==> src/rtl/cmpl_pkg.sv <==
// Shared widths, flag bit positions and the completion payload type for the completion arbiter.
package cmpl_pkg;

  localparam int unsigned ROBID_W        = 4;
  localparam int unsigned DATA_W         = 8;
  localparam int unsigned FLAG_BRANCH    = 0;
  localparam int unsigned FLAG_HALT      = 4;
  localparam int unsigned FLAG_NOT_TAKEN = 5;

  typedef struct packed {
    logic [ROBID_W-1:0] robid;
    logic [DATA_W-1:0]  flags;
    logic [DATA_W-1:0]  wbs;
    logic [DATA_W-1:0]  value;
  } cmpl_t;

endpackage

==> src/rtl/cmpl_arbiter_rr.sv <==
// Combinational round-robin picker: first set request at or after ptr (with wrap),
// plus the pointer value that follows that grant.
module rr_arbiter #(
  parameter int unsigned NUM_FU = 4,
  localparam int unsigned PTR_W = (NUM_FU > 1) ? $clog2(NUM_FU) : 1
) (
  input  logic [NUM_FU-1:0] req,
  input  logic [PTR_W-1:0]  ptr,
  output logic [NUM_FU-1:0] grant_c,
  output logic [PTR_W-1:0]  next_ptr_c
);

  logic             found;
  logic [PTR_W-1:0] idx;

  always_comb begin
    grant_c    = '0;
    next_ptr_c = ptr;
    found      = 1'b0;
    idx        = '0;
    for (int unsigned k = 0; k < NUM_FU; k++) begin
      idx = PTR_W'((32'(ptr) + k) % NUM_FU);
      if (!found && req[idx]) begin
        found        = 1'b1;
        grant_c[idx] = 1'b1;
        next_ptr_c   = PTR_W'((32'(idx) + 32'd1) % NUM_FU);
      end
    end
  end

endmodule

==> src/rtl/cmpl_arbiter.sv <==
// Completion arbiter: per-FU holding registers, round-robin grant, registered results-buffer port.
// Define CMPL_BRANCH_PRIO_EN to search branch completions (flags[0]) ahead of all others.
module cmpl_arbiter
  import cmpl_pkg::*;
#(
  parameter int unsigned NUM_FU = 4,
  localparam int unsigned PTR_W = (NUM_FU > 1) ? $clog2(NUM_FU) : 1
) (
  input  logic                        clk,
  input  logic                        rst,
  input  logic                        flush,
  input  logic [NUM_FU-1:0]           fu_valid,
  output logic [NUM_FU-1:0]           fu_ready,
  input  logic [NUM_FU*ROBID_W-1:0]   fu_robid,
  input  logic [NUM_FU*DATA_W-1:0]    fu_flags,
  input  logic [NUM_FU*DATA_W-1:0]    fu_wbs,
  input  logic [NUM_FU*DATA_W-1:0]    fu_value,
  output logic                        rob_transmit,
  output logic [ROBID_W-1:0]          robid,
  output logic [DATA_W-1:0]           flags,
  output logic [DATA_W-1:0]           wbs,
  output logic [DATA_W-1:0]           value
);

  logic [NUM_FU-1:0] hold_valid_q, hold_valid_d;
  cmpl_t             hold_q [NUM_FU];
  cmpl_t             hold_d [NUM_FU];
  logic [PTR_W-1:0]  ptr_q, ptr_d;
  logic              rob_transmit_q, rob_transmit_d;
  cmpl_t             out_q, out_d;

  logic [NUM_FU-1:0] grant_c;
  logic [PTR_W-1:0]  next_ptr_c;
  logic [NUM_FU-1:0] hs_c;
  cmpl_t             sel_c;

`ifdef CMPL_BRANCH_PRIO_EN
  logic [NUM_FU-1:0] req_br_c, grant_br_c, grant_all_c;
  logic [PTR_W-1:0]  next_br_c, next_all_c;

  always_comb begin
    req_br_c = '0;
    for (int unsigned i = 0; i < NUM_FU; i++) begin
      req_br_c[i] = hold_valid_q[i] && hold_q[i].flags[FLAG_BRANCH];
    end
  end

  rr_arbiter #(.NUM_FU(NUM_FU)) u_rr_br (
    .req        (req_br_c),
    .ptr        (ptr_q),
    .grant_c    (grant_br_c),
    .next_ptr_c (next_br_c)
  );

  rr_arbiter #(.NUM_FU(NUM_FU)) u_rr_all (
    .req        (hold_valid_q),
    .ptr        (ptr_q),
    .grant_c    (grant_all_c),
    .next_ptr_c (next_all_c)
  );

  // Any valid branch holder wins the cycle; otherwise plain round-robin.
  assign grant_c    = (|req_br_c) ? grant_br_c : grant_all_c;
  assign next_ptr_c = (|req_br_c) ? next_br_c  : next_all_c;
`else
  rr_arbiter #(.NUM_FU(NUM_FU)) u_rr (
    .req        (hold_valid_q),
    .ptr        (ptr_q),
    .grant_c    (grant_c),
    .next_ptr_c (next_ptr_c)
  );
`endif

  // Ready never looks at fu_valid, so there is no valid-to-ready path.
  always_comb begin
    fu_ready     = '0;
    hs_c         = '0;
    hold_valid_d = hold_valid_q;
    hold_d       = hold_q;
    sel_c        = '0;
    for (int unsigned i = 0; i < NUM_FU; i++) begin
      fu_ready[i] = !rst && !flush && (!hold_valid_q[i] || grant_c[i]);
      hs_c[i]     = fu_valid[i] && fu_ready[i];
      if (grant_c[i]) begin
        hold_valid_d[i] = 1'b0;
        sel_c           = hold_q[i];
      end
      if (hs_c[i]) begin
        hold_valid_d[i]    = 1'b1;
        hold_d[i].robid    = fu_robid[i*ROBID_W +: ROBID_W];
        hold_d[i].flags    = fu_flags[i*DATA_W +: DATA_W];
        hold_d[i].wbs      = fu_wbs[i*DATA_W +: DATA_W];
        hold_d[i].value    = fu_value[i*DATA_W +: DATA_W];
      end
    end
    if (flush) begin
      hold_valid_d = '0;
    end
  end

  // Output stage: strobe qualifies the data, which otherwise holds its last value.
  always_comb begin
    rob_transmit_d = (|grant_c) && !flush;
    ptr_d          = ((|grant_c) && !flush) ? next_ptr_c : ptr_q;
    out_d          = (|grant_c) ? sel_c : out_q;
  end

  always_ff @(posedge clk) begin
    if (rst) begin
      hold_valid_q   <= '0;
      ptr_q          <= '0;
      rob_transmit_q <= 1'b0;
      out_q          <= '0;
      for (int unsigned i = 0; i < NUM_FU; i++) begin
        hold_q[i] <= '0;
      end
    end else begin
      hold_valid_q   <= hold_valid_d;
      ptr_q          <= ptr_d;
      rob_transmit_q <= rob_transmit_d;
      out_q          <= out_d;
      for (int unsigned i = 0; i < NUM_FU; i++) begin
        hold_q[i] <= hold_d[i];
      end
    end
  end

  assign rob_transmit = rob_transmit_q;
  assign robid        = out_q.robid;
  assign flags        = out_q.flags;
  assign wbs          = out_q.wbs;
  assign value        = out_q.value;

endmodule
==> config.mk <==
export PLATFORM = sky130hd
export DESIGN_NAME = cmpl_arbiter
export DESIGN_NICKNAME = d
export VERILOG_FILES = /design/src/rtl/cmpl_pkg.sv /design/src/rtl/cmpl_arbiter_rr.sv /design/src/rtl/cmpl_arbiter.sv
export SDC_FILE = /design/constraint.sdc
export NUM_CORES = 1
export LEC_CHECK = 0
export ABC_AREA = 1
export ABC_CLOCK_PERIOD_IN_PS = 2300
export BUFFER_PORTS_ARGS = -buffer_cell sky130_fd_sc_hd__buf_2
export CORE_MARGIN = 5
export CORE_UTILIZATION = 45
export DETAILED_ROUTE_END_ITERATION = 12
export PLACE_DENSITY = 0.69
export SLEW_MARGIN = 10
export SYNTH_ARGS = -nofsm -noshare
export SYNTH_HDL_FRONTEND = slang
export SYNTH_SLANG_ARGS = --single-unit
==> constraint.sdc <==
create_clock -name clk -period 2.3 [get_ports clk]
set_input_delay 0.46 -clock clk [delete_from_list [all_inputs] [get_ports clk]]
set_output_delay 0.46 -clock clk [all_outputs]
set_load 0.01 [all_outputs]
==> summary.txt <==
Routing
  – DRT Pass-1 Iters: 5
  – Iteration-0 DRC Markers: 505
  – Via-per-instance ratio: 5.156
  – Vias: 6997
  – Final WL: 22560 um
  – Antenna viol nets, final: 0
  – Remaining routing DRC violations: 0
  – Wire per inst: 16.62 um

Placed design
  – Port-buffer cells: 151
  – DP Wirelength: 14320 um
  – Post-DP Area: 0.008039 sq mm
  – Routability congestion estimate: 0.9044
  – Pre-CTS WS: 13.01 ps

Setup path
  – Worst path arrival time: 2060 ps
  – Critical path class: flip-flop to output port
  – Critical path launch point type: flip-flop
  – Slowest stage cell, crit path: dfxtp_2
  – Critical Path RT: 1840 ps
  – R2r setup slk: -80 ps
  – Reg-to-reg startpoint: ptr_q[0]
  – Buffers and inverters on the worst path: 5
  – Reg2reg end: hold_q[14]
  – R2R cell count: 16
  – Slowest Stage Delay on Critical Path: 350 ps
  – CP cell instances: inv_4 > ha_4 > inv_6 > nand3_4 > nand2_4 > nand2_4 > nor2_8 > buf_6 > nand3_4 > nand3_2 > nand2_2 > inv_2 > buf_6
  – Crit path max-delay family: simple AND/OR/NAND/NOR gates
  – Crit Path Max Fanout: 4
  – Critical path capture point type: output port

Final layout
  – Layout fillers: 1403
  – Share of cells above drive strength 1: 32.72%
  – ANT cells: 0
  – Multi-input combinational cell area: 0.003495 sq mm
  – Syn-to-layout area delta: 31.12%
  – Most common cell after layout, fill and taps aside: nand2_1
  – Most frequent cells in the layout: nand2_1, a21oi_1, buf_2, dfxtp_1, inv_1
  – Register area: 0.002945 sq mm
  – Layout Nets: 1258
  – Final Cell Area: 0.009221 sq mm

Status
  – Status: finished, violations left
  – Failing checks: setup timing

Global route
  – GRT overflow: 0
  – Total track usage: 22.23%
  – Largest net degree at the start of global routing: 54
  – First-pass GRT wire length: 32140 um
  – Initial antenna violation count: 1
  – Vias in the first global route: 6346

Timing
  – Skew final: 7.380 ps
  – Fin crit period: 2519 ps
  – Finish-stage setup viols: 12
  – Slew @ Worst Pin: 642.2 ps
  – Fin. Hold Viols: 0
  – Highest clock rate: 0.3970 GHz
  – Slew Limit Headroom: 57.19%
  – Setup_tns: -973.8 ps
  – RSZ-0062 raised after global routing: true
  – Fin worst setup slack: -219.1 ps
  – Final period utilization: 109.5%
  – Final max-slew violation count: 0

Floorplanning
  – FP Rows: 45
  – Core Region: 0.01526 sq mm
  – Die Span Y: 135.0 um
  – Die Footprint: 0.01823 sq mm
  – IO Count: 152
  – Die X: 135.0 um
  – Initial Util: 46.09%

Power
  – Switch Pwr: 3.967 mW
  – Peak VDD IR: 0.0007454 V
  – Sequential share of power: 28.9%
  – Combinational power share: 45.6%
  – Static Leak: 3.972 nW
  – PD cells: 1124 mW/mm^2
  – Switching Fraction: 38.26%
  – Internal Dissipation: 6.401 mW
  – Clock Power Share: 25.5%

Clock network
  – Clock Path Buffers: 2
  – Skew-Pair Late Insertion Delay: 430 ps
  – CTS tree: done
  – Clock buffer count from CTS: 17
  – H-Tree Depth: 4
  – Clock transition at path regs: 60 ps
  – CTS sink cnt: 147
  – Root buf cell: clkbuf_16

Min path
  – Hold Path Class: primary input to flip-flop
  – Hold path start: fu_value[31]
  – Hold path cells: 3
  – Hold EP: hold_q[7]

Synthesis
  – Area of the mapped netlist: 0.007033 sq mm
  – Share of the yosys chip area belonging to registers: 41.84%
  – Yosys warns: 0
  – Mean Syn Cell Area: 7.303 sq um
  – Seq cells post-synth: 147
  – Synthesized netlist cell count: 963
  – Post-Syn Nets: 1088
  – Unique masters post-synth: 26

Job
  – Max-cap violations: 0
==> kinds of logic after synthesis <==
group | share of synthesized area (%)
AO/OA/AOI/OAI | 20.16
AND/OR/NAND/NOR | 25.56
flip-flops | 41.84
adder cells (fa/ha/maj) | 1.067
buffers and inverters | 11.37
==> worst register-to-register path, cell delays in order (launching register included) <==
cell and delay (ps):
dfxtp_2 350, inv_4 50, ha_4 270, inv_6 80, nand3_4 70, nand2_4 90, nand2_4 70, nor2_8 130
nand2_2 80, inv_2 60, nand2_2 60, nand3_2 110, buf_4 150, nand3_4 190, clkbuf_16 260, buf_4 150
a21oi_1 150
==> sequential cells by signal, indices dropped and copies added, names as in the netlist <==
name          cells
ptr_q             2
rob_transmit      1
robid             4
hold_q          112
wbs               8
hold_valid_q      4
value             8
flags             8
==> what timing repair did <==
item	CTS	global route
gates cloned	0	12
pin swaps	8	16
setup buffers	12	9
hold endpoints to repair	0	0
resized for setup	42	50
hold buffers	0	0
endpoints found under the setup margin	5	120
==> per-stage QoR <==
stage,instances,power (mW),utilization (%),hold slack [ps]
final,1357,10.37,60.43,287.7
after global routing,1357,10.90,60.43,295.0
after CTS,1342,9.725,57.61,277.8
after detailed placement,1298,6.905,52.69,444.5
after global placement,1298,6.864,52.69,437.7
after floorplan,963,5.716,-,429.7
==> cell usage after synthesis <==
cell type	n	area share, %
a21oi_1	170	12
a21oi_2	31	3.9
buf_1	2	0.11
buf_12	1	0.28
buf_2	13	0.93
buf_4	12	1.3
buf_6	20	3.2
clkbuf_1	21	1.1
clkbuf_2	2	0.14
dfxtp_1	147	42
ha_1	6	1.1
inv_1	72	3.8
inv_2	7	0.37
inv_4	1	0.089
nand2_1	280	15
nand2_2	18	1.6
nand2_4	4	0.64
nand3_1	59	4.2
nand3_2	17	2.4
nand3_4	1	0.25
nand4_1	1	0.089
nor2_1	13	0.69
nor2_2	5	0.44
nor2_8	1	0.28
o21ai_0	56	4.0
o21ai_1	3	0.21
==> how the worst max path moves through the flow <==
stage / startpoint / to / depth (start not counted)
floorplan: ptr_q[0] / fu_ready[2] / 13
global placement: ptr_q[0] / fu_ready[1] / 14
detailed placement: ptr_q[0] / value[7] / 16
CTS: ptr_q[1] / fu_ready[3] / 14
global route: ptr_q[0] / fu_ready[2] / 13
finish: ptr_q[0] / fu_ready[2] / 13
==> layout make-up <==
class,count,area share [%]
well taps,211,2.863
inverters,80,3.419
multi-input cells,665,37.90
flip-flops and latches,147,31.94
clock inverters,11,1.113
repair buffers,222,17.77
clock buffers,21,4.993
==> power by group through the flow <==
stage	Sequential (mW)	Clock [mW]	Combinational [mW]
5_1_grt	3.02	2.79	5.08
2_1_floorplan	3.10	0	2.62
6_report	2.99	2.65	4.73
4_1_cts	2.99	2.67	4.07
3_3_place_gp	3.03	0	3.83
3_5_place_dp	3.03	0	3.87
==> routing by layer <==
layer | up-vias | track usage [%] | share of wire (%)
li1 | 3455 | - | -
met1 | 3211 | 29.30 | 43
met2 | 294 | 36.24 | 47
met3 | 35 | 4.732 | 8.3
met4 | 2 | 7.671 | 1.9
met5 | - | 0 | 0.058
Power figures use the tool's default switching activity.
